$ cat config.mk
export PLATFORM = sky130hd
export DESIGN_NAME = debug_host_ctrl
export DESIGN_NICKNAME = d
export VERILOG_FILES = /design/src/rtl/debug_pkg.sv /design/src/rtl/dbg_dump_serializer.sv /design/src/rtl/debug_host_ctrl.sv
export SDC_FILE = /design/constraint.sdc
export NUM_CORES = 2
export LEC_CHECK = 0
export CORE_ASPECT_RATIO = 0.8
export CORE_UTILIZATION = 28
export CTS_CLUSTER_SIZE = 40
export DETAILED_ROUTE_END_ITERATION = 8
export MAX_ROUTING_LAYER = met4
export RECOVER_POWER = 100
export SLEW_MARGIN = 30
export SYNTH_ARGS = -nofsm -noshare
export SYNTH_HDL_FRONTEND = slang
export SYNTH_HIERARCHICAL = 1
export SYNTH_SLANG_ARGS = --single-unit
export TNS_END_PERCENT = 100
$ cat constraint.sdc
create_clock -name clk -period 3.6 [get_ports clk]
set_input_delay 0.72 -clock clk [delete_from_list [all_inputs] [get_ports clk]]
set_output_delay 0.72 -clock clk [all_outputs]
set_load 0.05 [all_outputs]
$ cat src/rtl/debug_pkg.sv
// debug_pkg: opcode, harness command and FSM state encodings shared by the debug host controller.
// Revision: 1.0
`default_nettype none

package debug_pkg;

  localparam logic [7:0] OP_LOAD  = 8'h01;
  localparam logic [7:0] OP_RUN   = 8'h02;
  localparam logic [7:0] OP_STEPI = 8'h03;
  localparam logic [7:0] OP_STEPC = 8'h04;
  localparam logic [7:0] OP_CLEAR = 8'h05;

  localparam logic [3:0] CMD_IDLE  = 4'd0;
  localparam logic [3:0] CMD_RUN   = 4'd1;
  localparam logic [3:0] CMD_STEPI = 4'd2;
  localparam logic [3:0] CMD_STEPC = 4'd3;

  typedef logic [3:0] state_t;
  localparam state_t ST_IDLE      = 4'd0;
  localparam state_t ST_LEN_HI    = 4'd1;
  localparam state_t ST_LEN_LO    = 4'd2;
  localparam state_t ST_LOAD_DATA = 4'd3;
  localparam state_t ST_ISSUE     = 4'd4;
  localparam state_t ST_WAIT      = 4'd5;
  localparam state_t ST_CLEAR     = 4'd6;
  localparam state_t ST_STATUS    = 4'd7;
  localparam state_t ST_DUMP      = 4'd8;

  localparam logic [3:0] STATUS_TAG    = 4'hA;
  localparam logic [7:0] STATUS_BAD_OP = 8'hAF;

  function automatic logic [7:0] status_byte(input logic ovf, input logic tmo, input logic ext);
    return {STATUS_TAG, 1'b0, ovf, tmo, ext};
  endfunction

  function automatic logic [3:0] op_to_cmd(input logic [7:0] op);
    case (op)
      OP_RUN:   return CMD_RUN;
      OP_STEPI: return CMD_STEPI;
      OP_STEPC: return CMD_STEPC;
      default:  return CMD_IDLE;
    endcase
  endfunction

endpackage

`default_nettype wire

$ cat src/rtl/dbg_dump_serializer.sv
// dbg_dump_serializer: snapshots the harness register file and streams it MSB-first, reg 0 first.
// Revision: 1.0
`default_nettype none

module dbg_dump_serializer #(
  parameter int DUMP_REGS = 32
) (
  input  logic                    clk,
  input  logic                    reset_n,
  input  logic                    i_capture,
  input  logic [DUMP_REGS*32-1:0] i_reg_dump,
  input  logic                    i_start,
  input  logic                    i_tx_ready,
  output logic                    o_tx_valid,
  output logic [7:0]              o_tx_data,
  output logic                    o_done
);

  localparam int NBYTES = DUMP_REGS * 4;
  localparam int IW     = $clog2(NBYTES);
  localparam logic [IW-1:0] LAST_IDX = IW'(NBYTES - 1);

  logic [DUMP_REGS*32-1:0] r_snap;
  logic [IW-1:0]           r_idx;
  logic                    r_busy;
  logic [IW+2:0]           w_bit_off;

  // Byte k of the dump is reg k/4, byte (3 - k%4) counted from the LSB.
  assign w_bit_off  = {r_idx[IW-1:2], ~r_idx[1:0], 3'b000};
  assign o_tx_data  = r_snap[w_bit_off +: 8];
  assign o_tx_valid = r_busy;
  assign o_done     = r_busy && i_tx_ready && (r_idx == LAST_IDX);

  always_ff @(posedge clk or negedge reset_n) begin
    if (!reset_n) begin
      r_snap <= '0;
      r_idx  <= '0;
      r_busy <= 1'b0;
    end else begin
      if (i_capture) begin
        r_snap <= i_reg_dump;
      end
      if (i_start) begin
        r_busy <= 1'b1;
        r_idx  <= '0;
      end else if (r_busy && i_tx_ready) begin
        if (r_idx == LAST_IDX) begin
          r_busy <= 1'b0;
        end else begin
          r_idx <= r_idx + IW'(1);
        end
      end
    end
  end

endmodule

`default_nettype wire

$ cat src/rtl/debug_host_ctrl.sv
// debug_host_ctrl: host byte-protocol initiator that loads code ROM, issues debug commands and returns status + dump.
// Optional watchdog on command completion enabled by DEBUG_HOST_TIMEOUT_EN. Revision: 1.0
`default_nettype none

module debug_host_ctrl
  import debug_pkg::*;
#(
  parameter int CODE_BYTES = 516,
  parameter int DUMP_REGS  = 32
`ifdef DEBUG_HOST_TIMEOUT_EN
  ,
  parameter int TIMEOUT_CYC = 65535
`endif
) (
  input  logic                    clk,
  input  logic                    reset_n,
  input  logic                    rx_valid,
  output logic                    rx_ready,
  input  logic [7:0]              rx_data,
  output logic                    tx_valid,
  input  logic                    tx_ready,
  output logic [7:0]              tx_data,
  output logic [3:0]              debug_cmd,
  output logic                    program_rom_mode,
  output logic [11:0]             code_rom_addr_in,
  output logic [7:0]              code_rom_data_in,
  output logic                    reset_code_rom_n,
  input  logic                    command_complete,
  input  logic                    exit_signal,
  input  logic [DUMP_REGS*32-1:0] reg_dump
);

  localparam logic [15:0] CODE_LIM = 16'(CODE_BYTES);

  state_t      r_state;
  logic        r_live;
  logic        r_is_exec;
  logic        r_ovf;
  logic [7:0]  r_len_hi;
  logic [15:0] r_remaining;
  logic [15:0] r_addr_cnt;
  logic [3:0]  r_debug_cmd;
  logic        r_prog;
  logic [11:0] r_addr;
  logic [7:0]  r_data;
  logic        r_rom_rst_n;
  logic        r_tx_valid;
  logic [7:0]  r_tx_data;

  logic        w_rx_fire;
  logic        w_in_range;
  logic        w_timeout_hit;
  logic        w_capture;
  logic        w_ser_start;
  logic        w_ser_done;
  logic        w_ser_valid;
  logic [7:0]  w_ser_data;
  logic [15:0] w_len;

  // r_live keeps rx_ready low in the reset cycle even though the state is already IDLE.
  assign rx_ready = r_live && ((r_state == ST_IDLE) || (r_state == ST_LEN_HI) ||
                               (r_state == ST_LEN_LO) || (r_state == ST_LOAD_DATA));

  assign w_rx_fire   = rx_valid && rx_ready;
  assign w_in_range  = (r_addr_cnt < CODE_LIM);
  assign w_len       = {r_len_hi, rx_data};
  assign w_capture   = (r_state == ST_WAIT) && (command_complete || w_timeout_hit);
  assign w_ser_start = (r_state == ST_STATUS) && tx_ready && r_is_exec;

  assign tx_valid         = (r_state == ST_DUMP) ? w_ser_valid : r_tx_valid;
  assign tx_data          = (r_state == ST_DUMP) ? w_ser_data  : r_tx_data;
  assign debug_cmd        = r_debug_cmd;
  assign program_rom_mode = r_prog;
  assign code_rom_addr_in = r_addr;
  assign code_rom_data_in = r_data;
  assign reset_code_rom_n = r_rom_rst_n;

`ifdef DEBUG_HOST_TIMEOUT_EN
  localparam int TW = (TIMEOUT_CYC > 1) ? $clog2(TIMEOUT_CYC) : 1;
  logic [TW-1:0] r_wait_cnt;

  always_ff @(posedge clk or negedge reset_n) begin
    if (!reset_n) begin
      r_wait_cnt <= '0;
    end else if (r_state != ST_WAIT) begin
      r_wait_cnt <= '0;
    end else begin
      r_wait_cnt <= r_wait_cnt + TW'(1);
    end
  end

  assign w_timeout_hit = (r_state == ST_WAIT) && !command_complete &&
                         (r_wait_cnt == TW'(TIMEOUT_CYC - 1));
`else
  assign w_timeout_hit = 1'b0;
`endif

  always_ff @(posedge clk or negedge reset_n) begin
    if (!reset_n) begin
      r_state     <= ST_IDLE;
      r_live      <= 1'b0;
      r_is_exec   <= 1'b0;
      r_ovf       <= 1'b0;
      r_len_hi    <= 8'h00;
      r_remaining <= 16'h0000;
      r_addr_cnt  <= 16'h0000;
      r_debug_cmd <= CMD_IDLE;
      r_prog      <= 1'b0;
      r_addr      <= 12'h000;
      r_data      <= 8'h00;
      r_rom_rst_n <= 1'b0;
      r_tx_valid  <= 1'b0;
      r_tx_data   <= 8'h00;
    end else begin
      r_live      <= 1'b1;
      r_prog      <= 1'b0;
      r_rom_rst_n <= 1'b1;
      case (r_state)
        ST_IDLE: begin
          if (w_rx_fire) begin
            r_ovf     <= 1'b0;
            r_is_exec <= 1'b0;
            case (rx_data)
              OP_LOAD: r_state <= ST_LEN_HI;
              OP_RUN, OP_STEPI, OP_STEPC: begin
                r_is_exec   <= 1'b1;
                r_debug_cmd <= op_to_cmd(rx_data);
                r_state     <= ST_ISSUE;
              end
              OP_CLEAR: begin
                r_rom_rst_n <= 1'b0;
                r_state     <= ST_CLEAR;
              end
              default: begin
                r_tx_valid <= 1'b1;
                r_tx_data  <= STATUS_BAD_OP;
                r_state    <= ST_STATUS;
              end
            endcase
          end
        end
        ST_LEN_HI: begin
          if (w_rx_fire) begin
            r_len_hi <= rx_data;
            r_state  <= ST_LEN_LO;
          end
        end
        ST_LEN_LO: begin
          if (w_rx_fire) begin
            r_addr_cnt  <= 16'h0000;
            r_remaining <= w_len;
            if (w_len == 16'h0000) begin
              r_tx_valid <= 1'b1;
              r_tx_data  <= status_byte(r_ovf, 1'b0, exit_signal);
              r_state    <= ST_STATUS;
            end else begin
              r_state <= ST_LOAD_DATA;
            end
          end
        end
        ST_LOAD_DATA: begin
          if (w_rx_fire) begin
            // Bytes beyond the ROM are swallowed so the host stream stays in sync.
            if (w_in_range) begin
              r_prog <= 1'b1;
              r_addr <= r_addr_cnt[11:0];
              r_data <= rx_data;
            end else begin
              r_ovf <= 1'b1;
            end
            r_addr_cnt  <= r_addr_cnt + 16'd1;
            r_remaining <= r_remaining - 16'd1;
            if (r_remaining == 16'd1) begin
              r_tx_valid <= 1'b1;
              r_tx_data  <= status_byte(r_ovf | ~w_in_range, 1'b0, exit_signal);
              r_state    <= ST_STATUS;
            end
          end
        end
        ST_ISSUE: begin
          r_debug_cmd <= CMD_IDLE;
          r_state     <= ST_WAIT;
        end
        ST_WAIT: begin
          if (w_capture) begin
            r_tx_valid <= 1'b1;
            r_tx_data  <= status_byte(r_ovf, w_timeout_hit, exit_signal);
            r_state    <= ST_STATUS;
          end
        end
        ST_CLEAR: begin
          r_tx_valid <= 1'b1;
          r_tx_data  <= status_byte(r_ovf, 1'b0, exit_signal);
          r_state    <= ST_STATUS;
        end
        ST_STATUS: begin
          if (tx_ready) begin
            r_tx_valid <= 1'b0;
            r_state    <= r_is_exec ? ST_DUMP : ST_IDLE;
          end
        end
        ST_DUMP: begin
          if (w_ser_done) begin
            r_state <= ST_IDLE;
          end
        end
        default: r_state <= ST_IDLE;
      endcase
    end
  end

  dbg_dump_serializer #(
    .DUMP_REGS(DUMP_REGS)
  ) u_dump (
    .clk        (clk),
    .reset_n    (reset_n),
    .i_capture  (w_capture),
    .i_reg_dump (reg_dump),
    .i_start    (w_ser_start),
    .i_tx_ready (tx_ready),
    .o_tx_valid (w_ser_valid),
    .o_tx_data  (w_ser_data),
    .o_done     (w_ser_done)
  );

endmodule

`default_nettype wire

==> flow_summary.yaml <==
drt:
  dr.pass1.iters: 5
  ant_nets: 0
  vias: 35400
  vias_per_cell: 4.94
  drc: 0
  wl_um: 206000
  drtIter0Drc: 2588
  wl_per_cell_um: 28.7
placement:
  io_buffers: 1071
  dpl.cell_count: 6843
  dpl_cell_area_mm2: 0.0659
  dpl_worst_slack_ns: -0.685
  dp.final_hpwl_um: 161000
  place.gp.congestion: 0.916
die:
  die_width_um: 477
  core_mm2: 0.179
  rows: 139
  dieArea_mm2: 0.182
  fp.dieH_um: 382
  start_util_pct: 28.2
  io_pins: 1074
critical_path:
  max_stage_delay_ns: 0.63
  crit_required_ns: 2.88
  reg2reg_slack_ns: 0.45
  endpoint: "tx_data[7]"
  cp-end-kind: "output port"
  cp-startpoint: "u_dump/r_idx[0]"
  r2r-end: "r_tx_data[3]"
  start_kind: "flop"
  critPathArrivalTime_ns: 3.78
  setup.worst_path.class: "reg2out"
  crit_chain: "buf_12, buf_4, mux4_2, a22o_1, a211oi_2, a211oi_4, o32a_1, nand2_1, nand2_2, buf_12"
  cp_common_cell: "buf_12"
  r2r_cells: 7
  cp_max_fo: 7
  cpMaxStageDelayCell: "a211oi_2"
  timing.rr.start: "r_state[0]"
cells_and_area:
  final_area_mm2: 0.0714
  fin_nets: 5659
  utilization_pct: 39.8
  area_growth_pct: 41.3
  drive_gt1_share_pct: 39.8
  instances_no_fill: 7164
global_routing:
  grt_pass1_wl_um: 286000
  antenna_found_initial: 62
  grt_pass1_vias: 37100
  grt_overflow: 0
  grt_use_total_pct: 22.8
  grt_max_degree: 95
sta:
  worst_slew_pin_slew_ns: 2.11
  min_period_ns: 4.50
  tns_ns: -6.62
  slew_viol_final: 56
  fin_skew_ns: 0.0271
  clock.fmax_mhz: 222
  fin_ws_ns: -0.896
  setup_viol: 8
  post-route-period-util_pct: 125
  timing.slew.headroom_pct: -40.6
  rsz0062_at_grt: "true"
  hold_viol: 0
pwr:
  p_leak_nw: 31.6
  max-vdd-ir-drop_uv: 424
  powerDensity_mw_per_mm2: 830
logic_synthesis:
  synth_cell_types: 85
  async_flop_share_pct: 100
  synth-seq-cells: 1108
  ys_warn_count: 6
  syn_area_mm2: 0.0505
  synthTopCellsByCount: "1,108 x dfrtp_1, 1,042 x mux2_2, 191 x mux4_2"
  netlist.area_leader.share_pct: 54.9
  synth_edf_count: 0
  synthTopCellsByArea: "dfrtp_1 55%, mux2_2 23%, mux4_2 8.5%"
  synth_most_common_cell: "dfrtp_1"
  synthCells: 3354
  syn_area_per_cell_um2: 15.1
  synth_top_cell_by_area: "dfrtp_1"
  synthFlopType: "dfrtp_1"
  seq_area_frac_synth_pct: 54.9
cts:
  cts_sinks: 1108
  htree_levels: 3
  clk_latency_ns: 0.75
  cts_buffers: 119
  clkTransAtPathRegs_ns: 0.06
  max-clock-path-buffers: 3
  tritoncts: "built"
  root_buffer: "clkbuf_16"
status:
  failed_checks: "max-capacitance violations, max-slew violations, negative setup slack"
  outcome: "finished with violations"
job:
  maxCapViolations: 1
min_path:
  min_path_type: "reg2reg"
cell type report:
type / instances / area, um^2
clock inverter: 43 / 579
tap: 2397 / 3000
inverter: 7 / 26.3
antenna: 52 / 130
multi-input combinational: 2001 / 22200
sequential: 1108 / 27700
fill: 16700 / 108000
clock buffer: 176 / 3500
timing repair buffer: 1380 / 14100
per-stage QoR:
step           power (mW)  hold WS (ns)
2_1_floorplan        33.8         0.424
3_3_place_gp         44.0         0.453
3_5_place_dp         44.5         0.453
4_1_cts              59.2         0.474
5_1_grt              61.9         0.498
6_report             59.2         0.473
critical path, delay by kind of cell, from the launching register on:
kind                   cells  cell delay [ns]
DFF                        1             0.55
muxes                      1             0.42
AOI/OAI and AO/OA          4             1.36
buffers and inverters      3             0.48
and+or+nand+nor            2             0.19
metal layers:
layer / GRT usage [%] / vias up / routed length (um)
met4: 6.17 / 0 / 4440
li1: - / 15300 / -
met3: 4.97 / 219 / 11900
met2: 36.6 / 1148 / 101000
met5: - / - / 0
met1: 29.0 / 18800 / 87800
cells in the final DEF, fill, tap and decap left out, types with 51 or more instances in the layout:
cell,netlist,routed
a21oi_1,60,57
buf_12,1,57
buf_4,11,191
clkbuf_16,0,121
clkdlybuf4s50_1,0,1060
dfrtp_1,1108,1103
diode_2,0,52
mux2_2,1042,1042
mux2i_1,153,145
mux4_2,191,191
nand2_1,81,73
o21ai_0,55,51
cell families (layout without fill, tap and decap cells):
group,Yosys count,count (layout),share of synthesized area (%)
multiplexers,1404,1404,35.3
flip-flops,1108,1108,54.9
AO/OA/AOI/OAI,331,331,4.61
AND/OR/NAND/NOR,250,250,2.53
buffers and inverters,246,1606,2.37
XOR/XNOR,9,9,0.156
adder cells (fa/ha/maj),4,4,0.0991
other,2,55,0.0149
what timing repair did:
item,4_1_cts,5_1_grt
gates cloned,7,1
pin swaps,29,15
endpoints found under the hold margin,21,0
endpoints found under the setup margin,8,9
hold buffers,1,0
gates resized for setup,129,48
setup buffers,20,24
where the power goes:
group / leakage (nW) / internal (mW) / switching, mW / total (mW)
Sequential: 14.9 / 18.3 / 4.06 / 22.3
Clock: 2.01 / 7.58 / 5.33 / 12.9
Combinational: 14.7 / 13.0 / 11.0 / 24.0
sequential cells by signal, indices dropped and copies added, names as in the netlist, 4 cells and up:
signal and flops:
code_rom_data_in 8, u_dump/r_snap 1024, code_rom_addr_in 12, r_remaining 16
r_len_hi 8, r_addr_cnt 16, r_state 4, r_tx_data 4
u_dump/r_idx 7
worst min-delay path by stage:
stage                          endpoint  cells after the start      startpoint  slack, ns
finish                     r_tx_data[5]                      1    r_tx_data[5]       0.47
global route             r_addr_cnt[15]                      1  r_addr_cnt[15]       0.50
CTS                        r_tx_data[5]                      1    r_tx_data[5]       0.47
detailed placement         r_tx_data[5]                      1    r_tx_data[5]       0.45
global placement           r_tx_data[5]                      1    r_tx_data[5]       0.45
floorplan           code_rom_addr_in[0]                      0         reset_n       0.42
Power figures use the tool's default switching activity.
